## src/rtl/ps2_joy_pkg.sv

```systemverilog
// Shared button layout, frame FSM states and scancode-to-joystick map.
// Pure declarations: no latency, no backpressure.
package ps2_joy_pkg;

   localparam int BTN_R     = 0;
   localparam int BTN_L     = 1;
   localparam int BTN_D     = 2;
   localparam int BTN_U     = 3;
   localparam int BTN_B1    = 4;
   localparam int BTN_START = 5;
   localparam int BTN_B2    = 6;
   localparam int BTN_COIN  = 7;
   localparam int BTN_B3    = 8;
   localparam int BTN_B4    = 9;

   localparam logic [7:0] CODE_EXT   = 8'hE0;
   localparam logic [7:0] CODE_BRK   = 8'hF0;
   localparam logic [7:0] CODE_PAUSE = 8'hE1;
   localparam logic [7:0] CODE_BAT   = 8'hAA;
   localparam logic [7:0] CODE_OVR0  = 8'h00;
   localparam logic [7:0] CODE_OVR1  = 8'hFF;
   localparam int         PAUSE_SKIP = 7;

   typedef enum logic [1:0] {ST_IDLE, ST_DATA, ST_PARITY, ST_STOP} rx_state_t;

   typedef struct packed {
      logic       hit;
      logic [1:0] player;
      logic [3:0] btn;
   } key_map_t;

   function automatic key_map_t km_entry(input int p, input int b);
      key_map_t e;
      e.hit    = 1'b1;
      e.player = 2'(p);
      e.btn    = 4'(b);
      return e;
   endfunction

   // Arrows need the E0 prefix; the same codes without it are the P2 keypad.
   function automatic key_map_t map_key(input logic ext, input logic [7:0] code);
      key_map_t m;
      m = '0;
      case ({ext, code})
         9'h174: m = km_entry(0, BTN_R);
         9'h16B: m = km_entry(0, BTN_L);
         9'h172: m = km_entry(0, BTN_D);
         9'h175: m = km_entry(0, BTN_U);
         9'h029: m = km_entry(0, BTN_B1);
         9'h005: m = km_entry(0, BTN_START);
         9'h014: m = km_entry(0, BTN_B2);
         9'h076: m = km_entry(0, BTN_COIN);
         9'h011: m = km_entry(0, BTN_B3);
         9'h012: m = km_entry(0, BTN_B4);
         9'h023: m = km_entry(1, BTN_R);
         9'h01C: m = km_entry(1, BTN_L);
         9'h01B: m = km_entry(1, BTN_D);
         9'h01D: m = km_entry(1, BTN_U);
         9'h02B: m = km_entry(1, BTN_B1);
         9'h006: m = km_entry(1, BTN_START);
         9'h034: m = km_entry(1, BTN_B2);
         9'h016: m = km_entry(1, BTN_COIN);
         9'h033: m = km_entry(1, BTN_B3);
         9'h03B: m = km_entry(1, BTN_B4);
         9'h074: m = km_entry(2, BTN_R);
         9'h06B: m = km_entry(2, BTN_L);
         9'h072: m = km_entry(2, BTN_D);
         9'h075: m = km_entry(2, BTN_U);
         9'h070: m = km_entry(2, BTN_B1);
         9'h004: m = km_entry(2, BTN_START);
         9'h071: m = km_entry(2, BTN_B2);
         9'h079: m = km_entry(2, BTN_COIN);
         9'h07B: m = km_entry(2, BTN_B3);
         9'h07C: m = km_entry(2, BTN_B4);
         9'h07A: m = km_entry(3, BTN_R);
         9'h069: m = km_entry(3, BTN_L);
         9'h073: m = km_entry(3, BTN_D);
         9'h07D: m = km_entry(3, BTN_U);
         9'h06C: m = km_entry(3, BTN_B1);
         9'h00C: m = km_entry(3, BTN_START);
         9'h077: m = km_entry(3, BTN_COIN);
         default: m = '0;
      endcase
      return m;
   endfunction

endpackage

```

## src/rtl/ps2_rx_frame.sv

```systemverilog
// PS/2 line sync/filter plus frame FSM; byte_valid/rx_error are combinational in the stop-bit sample cycle.
// No backpressure: the keyboard cannot be stalled, every byte is presented exactly once.
module ps2_rx_frame
   import ps2_joy_pkg::*;
#(
   parameter int CLK_HZ     = 48_384_000,
   parameter int FILTER_LEN = 8,
   parameter int TIMEOUT_US = 2000
) (
   input  logic       clk,
   input  logic       reset_n,
   input  logic       ps2_clk,
   input  logic       ps2_dat,
   output logic [7:0] rx_byte,
   output logic       byte_valid,
   output logic       rx_error
);
   localparam longint TO_CYC = (longint'(CLK_HZ) * longint'(TIMEOUT_US)) / 64'd1_000_000;
   localparam int     TO_W   = $clog2(TO_CYC + 1);
   localparam int     FL_W   = $clog2(FILTER_LEN + 1);

   // Index 0 is the clock line, index 1 the data line.
   logic [1:0]      sync1, line_s, line_f, flip;
   logic [FL_W-1:0] fcnt [2];
   logic            sample, bit_in, timeout;
   rx_state_t       state, state_n;
   logic [2:0]      bit_cnt;
   logic [7:0]      shreg;
   logic            par_bit;
   logic [TO_W-1:0] to_cnt;

   always_ff @(posedge clk or negedge reset_n) begin
      if (!reset_n) begin
         sync1   <= 2'b11;
         line_s  <= 2'b11;
         line_f  <= 2'b11;
         fcnt[0] <= '0;
         fcnt[1] <= '0;
      end else begin
         sync1  <= {ps2_dat, ps2_clk};
         line_s <= sync1;
         for (int i = 0; i < 2; i++) begin
            if (line_s[i] == line_f[i]) begin
               fcnt[i] <= '0;
            end else if (flip[i]) begin
               line_f[i] <= line_s[i];
               fcnt[i]   <= '0;
            end else begin
               fcnt[i] <= fcnt[i] + 1'b1;
            end
         end
      end
   end

   always_comb begin
      flip = '0;
      for (int i = 0; i < 2; i++)
         flip[i] = (line_s[i] != line_f[i]) && (fcnt[i] == FL_W'(FILTER_LEN - 1));
   end

   assign sample  = flip[0] && line_f[0];
   assign bit_in  = line_f[1];
   assign timeout = (state != ST_IDLE) && !sample && (to_cnt == TO_W'(TO_CYC - 1));
   assign rx_byte = shreg;

   always_comb begin
      state_n    = state;
      byte_valid = 1'b0;
      rx_error   = 1'b0;
      if (timeout) begin
         state_n  = ST_IDLE;
         rx_error = 1'b1;
      end else if (sample) begin
         case (state)
            ST_IDLE:   if (!bit_in) state_n = ST_DATA;
                       else rx_error = 1'b1;
            ST_DATA:   if (bit_cnt == 3'd7) state_n = ST_PARITY;
            ST_PARITY: state_n = ST_STOP;
            ST_STOP: begin
               state_n = ST_IDLE;
               if (bit_in && (^{shreg, par_bit})) byte_valid = 1'b1;
               else rx_error = 1'b1;
            end
            default:   state_n = ST_IDLE;
         endcase
      end
   end

   always_ff @(posedge clk or negedge reset_n) begin
      if (!reset_n) begin
         state   <= ST_IDLE;
         bit_cnt <= '0;
         shreg   <= '0;
         par_bit <= 1'b0;
         to_cnt  <= '0;
      end else begin
         state <= state_n;
         if (sample || state == ST_IDLE) to_cnt <= '0;
         else to_cnt <= to_cnt + 1'b1;
         if (sample) begin
            case (state)
               ST_IDLE:   bit_cnt <= '0;
               ST_DATA: begin
                  shreg   <= {bit_in, shreg[7:1]};
                  bit_cnt <= bit_cnt + 1'b1;
               end
               ST_PARITY: par_bit <= bit_in;
               default:   ;
            endcase
         end
      end
   end

endmodule

```

## src/rtl/ps2_joystick_mapper.sv

```systemverilog
// PS/2 keyboard to per-player joystick vectors with prefix decode and autofire.
// key_strobe 1 clk and joystick 2 clk after the stop-bit sample; no backpressure.
module ps2_joystick_mapper
   import ps2_joy_pkg::*;
#(
   parameter int CLK_HZ      = 48_384_000,
   parameter int NUM_PLAYERS = 2,
   parameter int BUTTONS     = 10,
   parameter int FILTER_LEN  = 8,
   parameter int TIMEOUT_US  = 2000,
   parameter int AUTOFIRE_HZ = 10
) (
   input  logic                           clk,
   input  logic                           reset_n,
   input  logic                           ps2_clk,
   input  logic                           ps2_dat,
   input  logic [NUM_PLAYERS-1:0]         autofire_en,
   output logic [NUM_PLAYERS*BUTTONS-1:0] joystick,
   output logic                           key_strobe,
   output logic [7:0]                     scancode,
   output logic                           key_extended,
   output logic                           key_released,
   output logic                           rx_error
);
   localparam int AF_HALF = CLK_HZ / (2 * AUTOFIRE_HZ);
   localparam int AF_W    = $clog2(AF_HALF + 1);

   logic [7:0]                         rx_byte;
   logic                               byte_valid, rx_err;
   logic                               ext_f, brk_f;
   logic [2:0]                         skip_cnt;
   key_map_t                           km;
   logic [NUM_PLAYERS-1:0][BUTTONS-1:0] held, js_next;
   logic [AF_W-1:0]                    af_cnt;
   logic                               af_phase;

   ps2_rx_frame #(
      .CLK_HZ     (CLK_HZ),
      .FILTER_LEN (FILTER_LEN),
      .TIMEOUT_US (TIMEOUT_US)
   ) u_rx (
      .clk        (clk),
      .reset_n    (reset_n),
      .ps2_clk    (ps2_clk),
      .ps2_dat    (ps2_dat),
      .rx_byte    (rx_byte),
      .byte_valid (byte_valid),
      .rx_error   (rx_err)
   );

   assign km = map_key(ext_f, rx_byte);

   always_ff @(posedge clk or negedge reset_n) begin
      if (!reset_n) begin
         held         <= '0;
         ext_f        <= 1'b0;
         brk_f        <= 1'b0;
         skip_cnt     <= '0;
         key_strobe   <= 1'b0;
         scancode     <= '0;
         key_extended <= 1'b0;
         key_released <= 1'b0;
         rx_error     <= 1'b0;
      end else begin
         key_strobe <= 1'b0;
         rx_error   <= rx_err;
         if (rx_err) begin
            ext_f <= 1'b0;
            brk_f <= 1'b0;
         end else if (byte_valid) begin
            // The Pause sequence tail must not be decoded as ordinary keys.
            if (skip_cnt != 3'd0) begin
               skip_cnt <= skip_cnt - 3'd1;
            end else begin
               case (rx_byte)
                  CODE_EXT:   ext_f    <= 1'b1;
                  CODE_BRK:   brk_f    <= 1'b1;
                  CODE_PAUSE: skip_cnt <= 3'(PAUSE_SKIP);
                  CODE_BAT, CODE_OVR0, CODE_OVR1: begin
                     held  <= '0;
                     ext_f <= 1'b0;
                     brk_f <= 1'b0;
                  end
                  default: begin
                     key_strobe   <= 1'b1;
                     scancode     <= rx_byte;
                     key_extended <= ext_f;
                     key_released <= brk_f;
                     ext_f        <= 1'b0;
                     brk_f        <= 1'b0;
                     for (int p = 0; p < NUM_PLAYERS; p++)
                        for (int b = 0; b < BUTTONS; b++)
                           if (km.hit && km.player == 2'(p) && km.btn == 4'(b))
                              held[p][b] <= ~brk_f;
                  end
               endcase
            end
         end
      end
   end

   always_ff @(posedge clk or negedge reset_n) begin
      if (!reset_n) begin
         af_cnt   <= '0;
         af_phase <= 1'b1;
      end else if (af_cnt == AF_W'(AF_HALF - 1)) begin
         af_cnt   <= '0;
         af_phase <= ~af_phase;
      end else begin
         af_cnt <= af_cnt + 1'b1;
      end
   end

   always_comb begin
      js_next = held;
      for (int p = 0; p < NUM_PLAYERS; p++)
         if (autofire_en[p]) js_next[p][BTN_B1] = held[p][BTN_B1] & af_phase;
   end

   always_ff @(posedge clk or negedge reset_n) begin
      if (!reset_n) joystick <= '0;
      else joystick <= js_next;
   end

endmodule

```

## config.mk

```make
export PLATFORM = sky130hd
export DESIGN_NAME = ps2_joystick_mapper
export DESIGN_NICKNAME = d
export VERILOG_FILES = /design/src/rtl/ps2_joy_pkg.sv /design/src/rtl/ps2_rx_frame.sv /design/src/rtl/ps2_joystick_mapper.sv
export SDC_FILE = /design/constraint.sdc
export NUM_CORES = 1
export LEC_CHECK = 0
export CORE_ASPECT_RATIO = 0.75
export CORE_MARGIN = 5
export CORE_UTILIZATION = 55
export CTS_CLUSTER_SIZE = 20
export DETAILED_ROUTE_END_ITERATION = 6
export PLACE_DENSITY = 0.73
export REMOVE_ABC_BUFFERS = 1
export SETUP_SLACK_MARGIN = 0.3
export SLEW_MARGIN = 0
export SYNTH_ARGS = -nofsm -noshare
export SYNTH_HDL_FRONTEND = slang
export SYNTH_SLANG_ARGS = --single-unit
```

## constraint.sdc

```tcl
create_clock -name clk -period 2.9 [get_ports clk]
set_clock_uncertainty 0.1 [all_clocks]
set_input_delay 0.435 -clock clk [delete_from_list [all_inputs] [get_ports clk]]
set_output_delay 0.435 -clock clk [all_outputs]
set_load 0.01 [all_outputs]
```

======== Word level (Yosys, flattened, before mapping) ========
Cells that the tools add are included.
cells by class
  bitwise operators ....................... 10
  equality and inequality tests ........... 69
  add/subtract/negate cells ............... 6
  reduce and logical (&&, ||, !) cells .... 96
  mux-type cells .......................... 59
operators with widths
  operator                                                               number
  7-bit one-hot mux with 37 select lines                                 1
  9-bit by 7-bit equality test with 1-bit output, second input constant  16
  5-bit AND reduction                                                    20
  9-bit by 5-bit equality test with 1-bit output, second input constant  7
  9-bit by 6-bit equality test with 1-bit output, second input constant  6
  2-bit nonzero test                                                     25
  8-bit equality test, second input constant                             5
  1-bit two-way mux                                                      40
  20-bit one-hot mux with 2 select lines                                 1
  9-bit equality test, second input constant                             4
  1-bit logical AND                                                      28
  9-bit by 3-bit equality test with 1-bit output, second input constant  3
  4-bit by 3-bit equality test with 1-bit output, second input constant  6
  22-bit by 1-bit adder with 22-bit output, second input constant        1
  22-bit equality test, second input constant                            1
  22-bit two-way mux                                                     1
  17-bit by 1-bit adder with 17-bit output, second input constant        1
  17-bit equality test, second input constant                            1
  17-bit two-way mux                                                     1
  4-bit two-way mux                                                      4
  3-bit AND reduction                                                    4
  2-bit AND reduction                                                    5
  9-bit by 4-bit equality test with 1-bit output, second input constant  1
  9-bit parity                                                           1
  other kinds (32)                                                       57
word-level totals
  bits in registers ....................... 125
  input bits .............................. 6

======== Logic depth before layout (Yosys ltp) ========
Gate-level depths: netlist of the first run.
  word-level depth ........................ 9
  depth in mapped cells ................... 9
  gate-level depth less buffers ........... 8

======== Modules after synthesis ========
A second synthesis of the first run with hierarchy kept.
unflattened totals
  cells, all modules ...................... 567
  area total of the unflattened synthesis .. 6097.1 um2
modules (own cells, without submodules)
  module               sequential area each (um2)  cells an instance  area an instance (um2)  instances
  ps2_joystick_mapper  2003.2                      382                3985.1                  1
  ps2_rx_frame         1133.6                      185                2112.0                  1

======== Worst setup path before layout of the first run ========
No wires, ideal clock.
  path type ............................... register to register
  from .................................... reg u_rx.shreg[1], in the netlist u_rx.rx_byte[1]
  to ...................................... reg key_extended
  data required time ...................... 2.675 ns
  cell stages (with the launch flop) ...... 8
  slack ................................... 0.464 ns
  arrival time ............................ 2.211 ns
  cells stage by stage .................... dfrtp_1 -> buf_2 -> or3_1 -> or4_1 -> nand4_2 -> or3_1 -> buf_6 -> mux2_4
on the way
  cells in the longest elaborated chain, start to end .. 8
  elaborated cells on any way between the ends .. 20
  those cells by class .................... eq/ne (5); mux (8); bitwise (2); reduce/logical (5)
RTL lines
  element                                 RTL line                   text
  from (decl)                             ps2_rx_frame.sv:28         logic [7:0] shreg;
  from (signal assigned)                  ps2_rx_frame.sv:104        shreg <= {bit_in, shreg[7:1]};
  9-bit parity                            ps2_rx_frame.sv:81         if (bit_in && (^{shreg, par_bit})) byte_valid = 1'b1;
  1-bit logical AND                       ps2_rx_frame.sv:81
  1-bit two-way mux                       ps2_rx_frame.sv:81
  1-bit one-hot mux with 2 select lines   ps2_rx_frame.sv:74         case (state)
  1-bit two-way mux                       ps2_rx_frame.sv:73         end else if (sample) begin
  1-bit two-way mux                       ps2_rx_frame.sv:70         if (timeout) begin
  1-bit inverter (no source line)         -
  4-bit AND reduction (no source line) *  -
  to (signal assigned)                    ps2_joystick_mapper.sv:87  key_extended <= ext_f;
  to (decl)                               ps2_joystick_mapper.sv:21  output logic key_extended,
Mark *: on every way between the ends. The rest lies on a longest branch, timed or not.
A chain may end at the register's enable or synchronous reset.

======== Worst setup path in the final report of the first run ========
  from .................................... reg skip_cnt[0]
  to ...................................... reg key_extended
on the way
  cells in the longest elaborated chain, start to end .. 3
RTL lines
  element                               RTL line                   text
  from (decl)                           ps2_joystick_mapper.sv:31  logic [2:0] skip_cnt;
  from (signal assigned)                ps2_joystick_mapper.sv:73  skip_cnt <= skip_cnt - 3'd1;
  from (signal assigned)                ps2_joystick_mapper.sv:78  CODE_PAUSE: skip_cnt <= 3'(PAUSE_SKIP);
  3-bit nonzero test                    ps2_joystick_mapper.sv:72  if (skip_cnt != 3'd0) begin
  1-bit inverter (no source line)       -
  4-bit AND reduction (no source line)  -
No other way between the ends.

==> summary.md, run 1 <==
| Metric | Value |
|---|---|
| Status | completed |
| Post-synth ARST share | 100% |
| Clk_lat worst skew | 0.42 ns |
| Worst reg2reg path depth | 9 |
| Final nets | 598 |
| Vias per cell | 5.76 |
| Tmin final | 2.52 ns |
| Required time of the critical path | 3.09 ns |
| Clock root buffer | clkbuf_16 |
| First-pass GRT wire length | 20.5 mm |
| Total inserted antenna cells | 0 |
| Area Growth Syn to Fin | 22.2% |
| Critical path destination | key_extended |
| Row count | 32 |
| Worst setup margin | 0.376 ns |
| Most common cell after layout, fill and taps aside | dfrtp_1 |
| Worst path slowest cell | or3_4 |
| PwrDens | 597 nW/µm² |
| Cell Area, Synth | 5800 µm² |
| Slew HR | 59.2% |
| WHS | 0.254 ns |
| Total leakage power | 3.10 nW |
| Post-synth top flop | dfrtp_1 |
| Final setup violation count | 0 |
| WL/cell | 16.7 µm |
| Worst-margin pin slew | 0.612 ns |
| CP Cell Sequence | inv_1 > ha_1 > ha_1 > inv_1 > nor4_4 > nand4_2 > or3_4 > buf_4 > mux2_4 |
| Antenna Nets Post-Route | 0 |
| Delay-heaviest family, CP | simple AND/OR/NAND/NOR gates |
| CP max FO | 5 |
| WS Path Type | reg -> reg |
| Iter 0 DRT Violations | 465 |
| Reg2reg end | key_extended |
| Maximum clock rate | 0.396 GHz |
| Post-synthesis average cell area | 11.0 µm² |
| Die area | 12700 µm² |
| Die width | 129 µm |
| TritonCTS clock tree | done |
| CP max stage delay | 0.43 ns |
| Initial Util | 56.4% |
| RSZ-0062 raised after global routing | yes |
| Unique cell type count in the Yosys netlist | 55 |
| WP buf/inv | 3 |
| Reg2reg start | skip_cnt[0] |
| Most frequent cells in the layout | dfrtp_1, nor2_1, nand2_1, clkdlybuf4s50_1, xnor2_1 |
| Yosys reg bits | 125 |
| Synth warnings | 0 |
| Setup slack, reg-to-reg | 0.38 ns |
| Gpl congestion | 0.885 |
| Max-Cap Viols | 0 |
| Pin count of the biggest net entering global routing | 59 |
| Die Ht | 98.9 µm |
| Vias | 4197 |
| I/O pin total | 38 |
| Clock-pin slew on the worst setup and hold paths | 0.06 ns |
| Port bufs | 37 |
| Post-DP Area | 6410 µm² |
| Fin. Hold Viols | 0 |
| Residual DRC | 0 |
| Critical path arrival | 2.72 ns |
| CTS max path bufs | 2 |
| Vias in the first global route | 4069 |
| Post-layout util | 68.8% |
| Layout cell share with drive strength beyond 1 | 17.2% |
| Final Instance Area | 7080 µm² |
| Grt ovf | 0 |
| Startpoint Class | flop |
| # clock sinks | 125 |
| Post-Synthesis Cells | 527 |
| Slew Limit Fails | 0 |
| Final period utilization | 87.0% |
| Drt total wl | 12.2 mm |
| Drt pass-1 iters | 5 |
| Post-synth EDFFs | 0 |
| Total GRT Usage | 20.3% |
| Maximum vdd drop | 0.445 mV |
| DP HPWL | 8.29 mm |
| Seq/Total Area, Yosys | 54.1% |
| Core Box Area | 10300 µm² |
| Crit path launch | skip_cnt[0] |
| Worst Setup End Kind | flop |
| Worst hold-check path type | reg -> reg |
| Initial antenna violation count | 0 |
| CP Depth | 9 |
| Pre-CTS setup slack | 0.195 ns |
| H-tree levels | 4 |
| Total CTS buffers | 17 |
cells by family (layout without fill, tap and decap cells):
kind of cell | after synthesis | after routing | share of synthesized area (%)
and+or+nand+nor | 204 | 204 | 18.7
DFF | 125 | 125 | 54.1
AOI/OAI and AO/OA | 76 | 76 | 9.10
xor gates and xnor gates | 44 | 44 | 7.01
buffers and inverters | 40 | 106 | 3.00
muxes | 26 | 26 | 5.50
adders and majority gates | 12 | 12 | 2.59
worst register-to-register path: stages, from the launching register on:
cell and delay (ns):
dfrtp_1 0.36, inv_1 0.09, ha_1 0.15, ha_1 0.18
inv_1 0.08, nor4_4 0.32, nand4_2 0.21, or3_4 0.43
buf_4 0.18, mux2_4 0.30
how the worst min path moves through the flow:
stage                        from             end  slack [ns]  cells after the start
finish              u_rx.sync1[0]  u_rx.line_s[0]        0.25                      0
detailed placement  u_rx.sync1[1]  u_rx.line_s[1]        0.25                      0
CTS                 u_rx.sync1[0]  u_rx.line_s[0]        0.26                      0
global route        u_rx.sync1[0]  u_rx.line_s[0]        0.27                      0
floorplan                 reset_n       af_cnt[0]        0.04                      0
global placement    u_rx.sync1[0]  u_rx.line_s[0]        0.25                      0
sequential cells by signal (all words and copies together) (netlist names), 2 cells and up:
signal,count
af_cnt,22
scancode,8
skip_cnt,3
u_rx.fcnt,8
u_rx.line_f,2
u_rx.rx_byte,8
joystick,20
held,20
u_rx.sync1,2
u_rx.bit_cnt,3
u_rx.state,2
u_rx.line_s,2
u_rx.to_cnt,17
cells in the mapped netlist (9+ instances only):
library cell | count | area [µm²]
dfrtp_1 | 118 | 2950
nor2_1 | 43 | 161
nand2_1 | 37 | 139
xnor2_1 | 30 | 263
nor3_1 | 27 | 135
clkbuf_1 | 17 | 63.8
nand3_1 | 15 | 75.1
inv_1 | 14 | 52.6
or3_1 | 13 | 81.3
ha_1 | 12 | 150
nand4_1 | 12 | 75.1
o31ai_1 | 12 | 90.1
xor2_1 | 12 | 105
mux2_2 | 11 | 124
nor4_1 | 10 | 62.6
o21ai_1 | 10 | 50.1
a21o_1 | 9 | 67.6
mux2_4 | 9 | 135
o21ai_0 | 9 | 45.0
o31a_1 | 9 | 78.8
where the power goes:
group,switching [mW],internal [mW]
sequential,0.0557,1.81
clock,0.789,1.37
combinational,0.117,0.0856
metal layers:
layer	global-route usage, %	routed length [µm]
met4	5.81	112
met5	0	0
met2	28.5	5490
met1	30.3	5920
met3	6.23	658
repair_timing:
item | 4_1_cts | 5_1_grt
pin swaps | 0 | 2
gates resized for setup | 1 | 8
endpoints found under the hold margin | 47 | 0
setup endpoints to repair | 9 | 27
hold buffers | 1 | 0
buffers inserted | 0 | 3
per-stage QoR:
step                cells  power [mW]  setup TNS, ns
floorplan             501        2.00          -4.20
global placement      693        2.08              0
detailed placement    693        2.09              0
CTS                   726        4.26              0
global route          729        4.39              0
finish                729        4.23              0
layout make-up:
| cell class | count | area, µm² |
|---|---|---|
| sequential | 125 | 3140 |
| tap | 136 | 170 |
| clock inverter | 14 | 169 |
| multi-input combinational | 362 | 2530 |
| inverter | 14 | 52.6 |
| clock buffer | 18 | 439 |
| timing repair buffer | 60 | 584 |
| fill | 741 | 3210 |
No activity file was read; power rests on OpenSTA's default activity.
==> run 2: changes to the inputs <==
--- a/config.mk
+++ b/config.mk
@@ -10,10 +10,11 @@
 export CORE_UTILIZATION = 55
 export CTS_CLUSTER_SIZE = 20
 export DETAILED_ROUTE_END_ITERATION = 6
+export HOLD_SLACK_MARGIN = 0.1
 export PLACE_DENSITY = 0.73
 export REMOVE_ABC_BUFFERS = 1
 export SETUP_SLACK_MARGIN = 0.3
-export SLEW_MARGIN = 0
+export SLEW_MARGIN = 30
 export SYNTH_ARGS = -nofsm -noshare
 export SYNTH_HDL_FRONTEND = slang
 export SYNTH_SLANG_ARGS = --single-unit
==> results of run 2 <==
No change in the layout: final DEF, timing and power equal those of run 1.
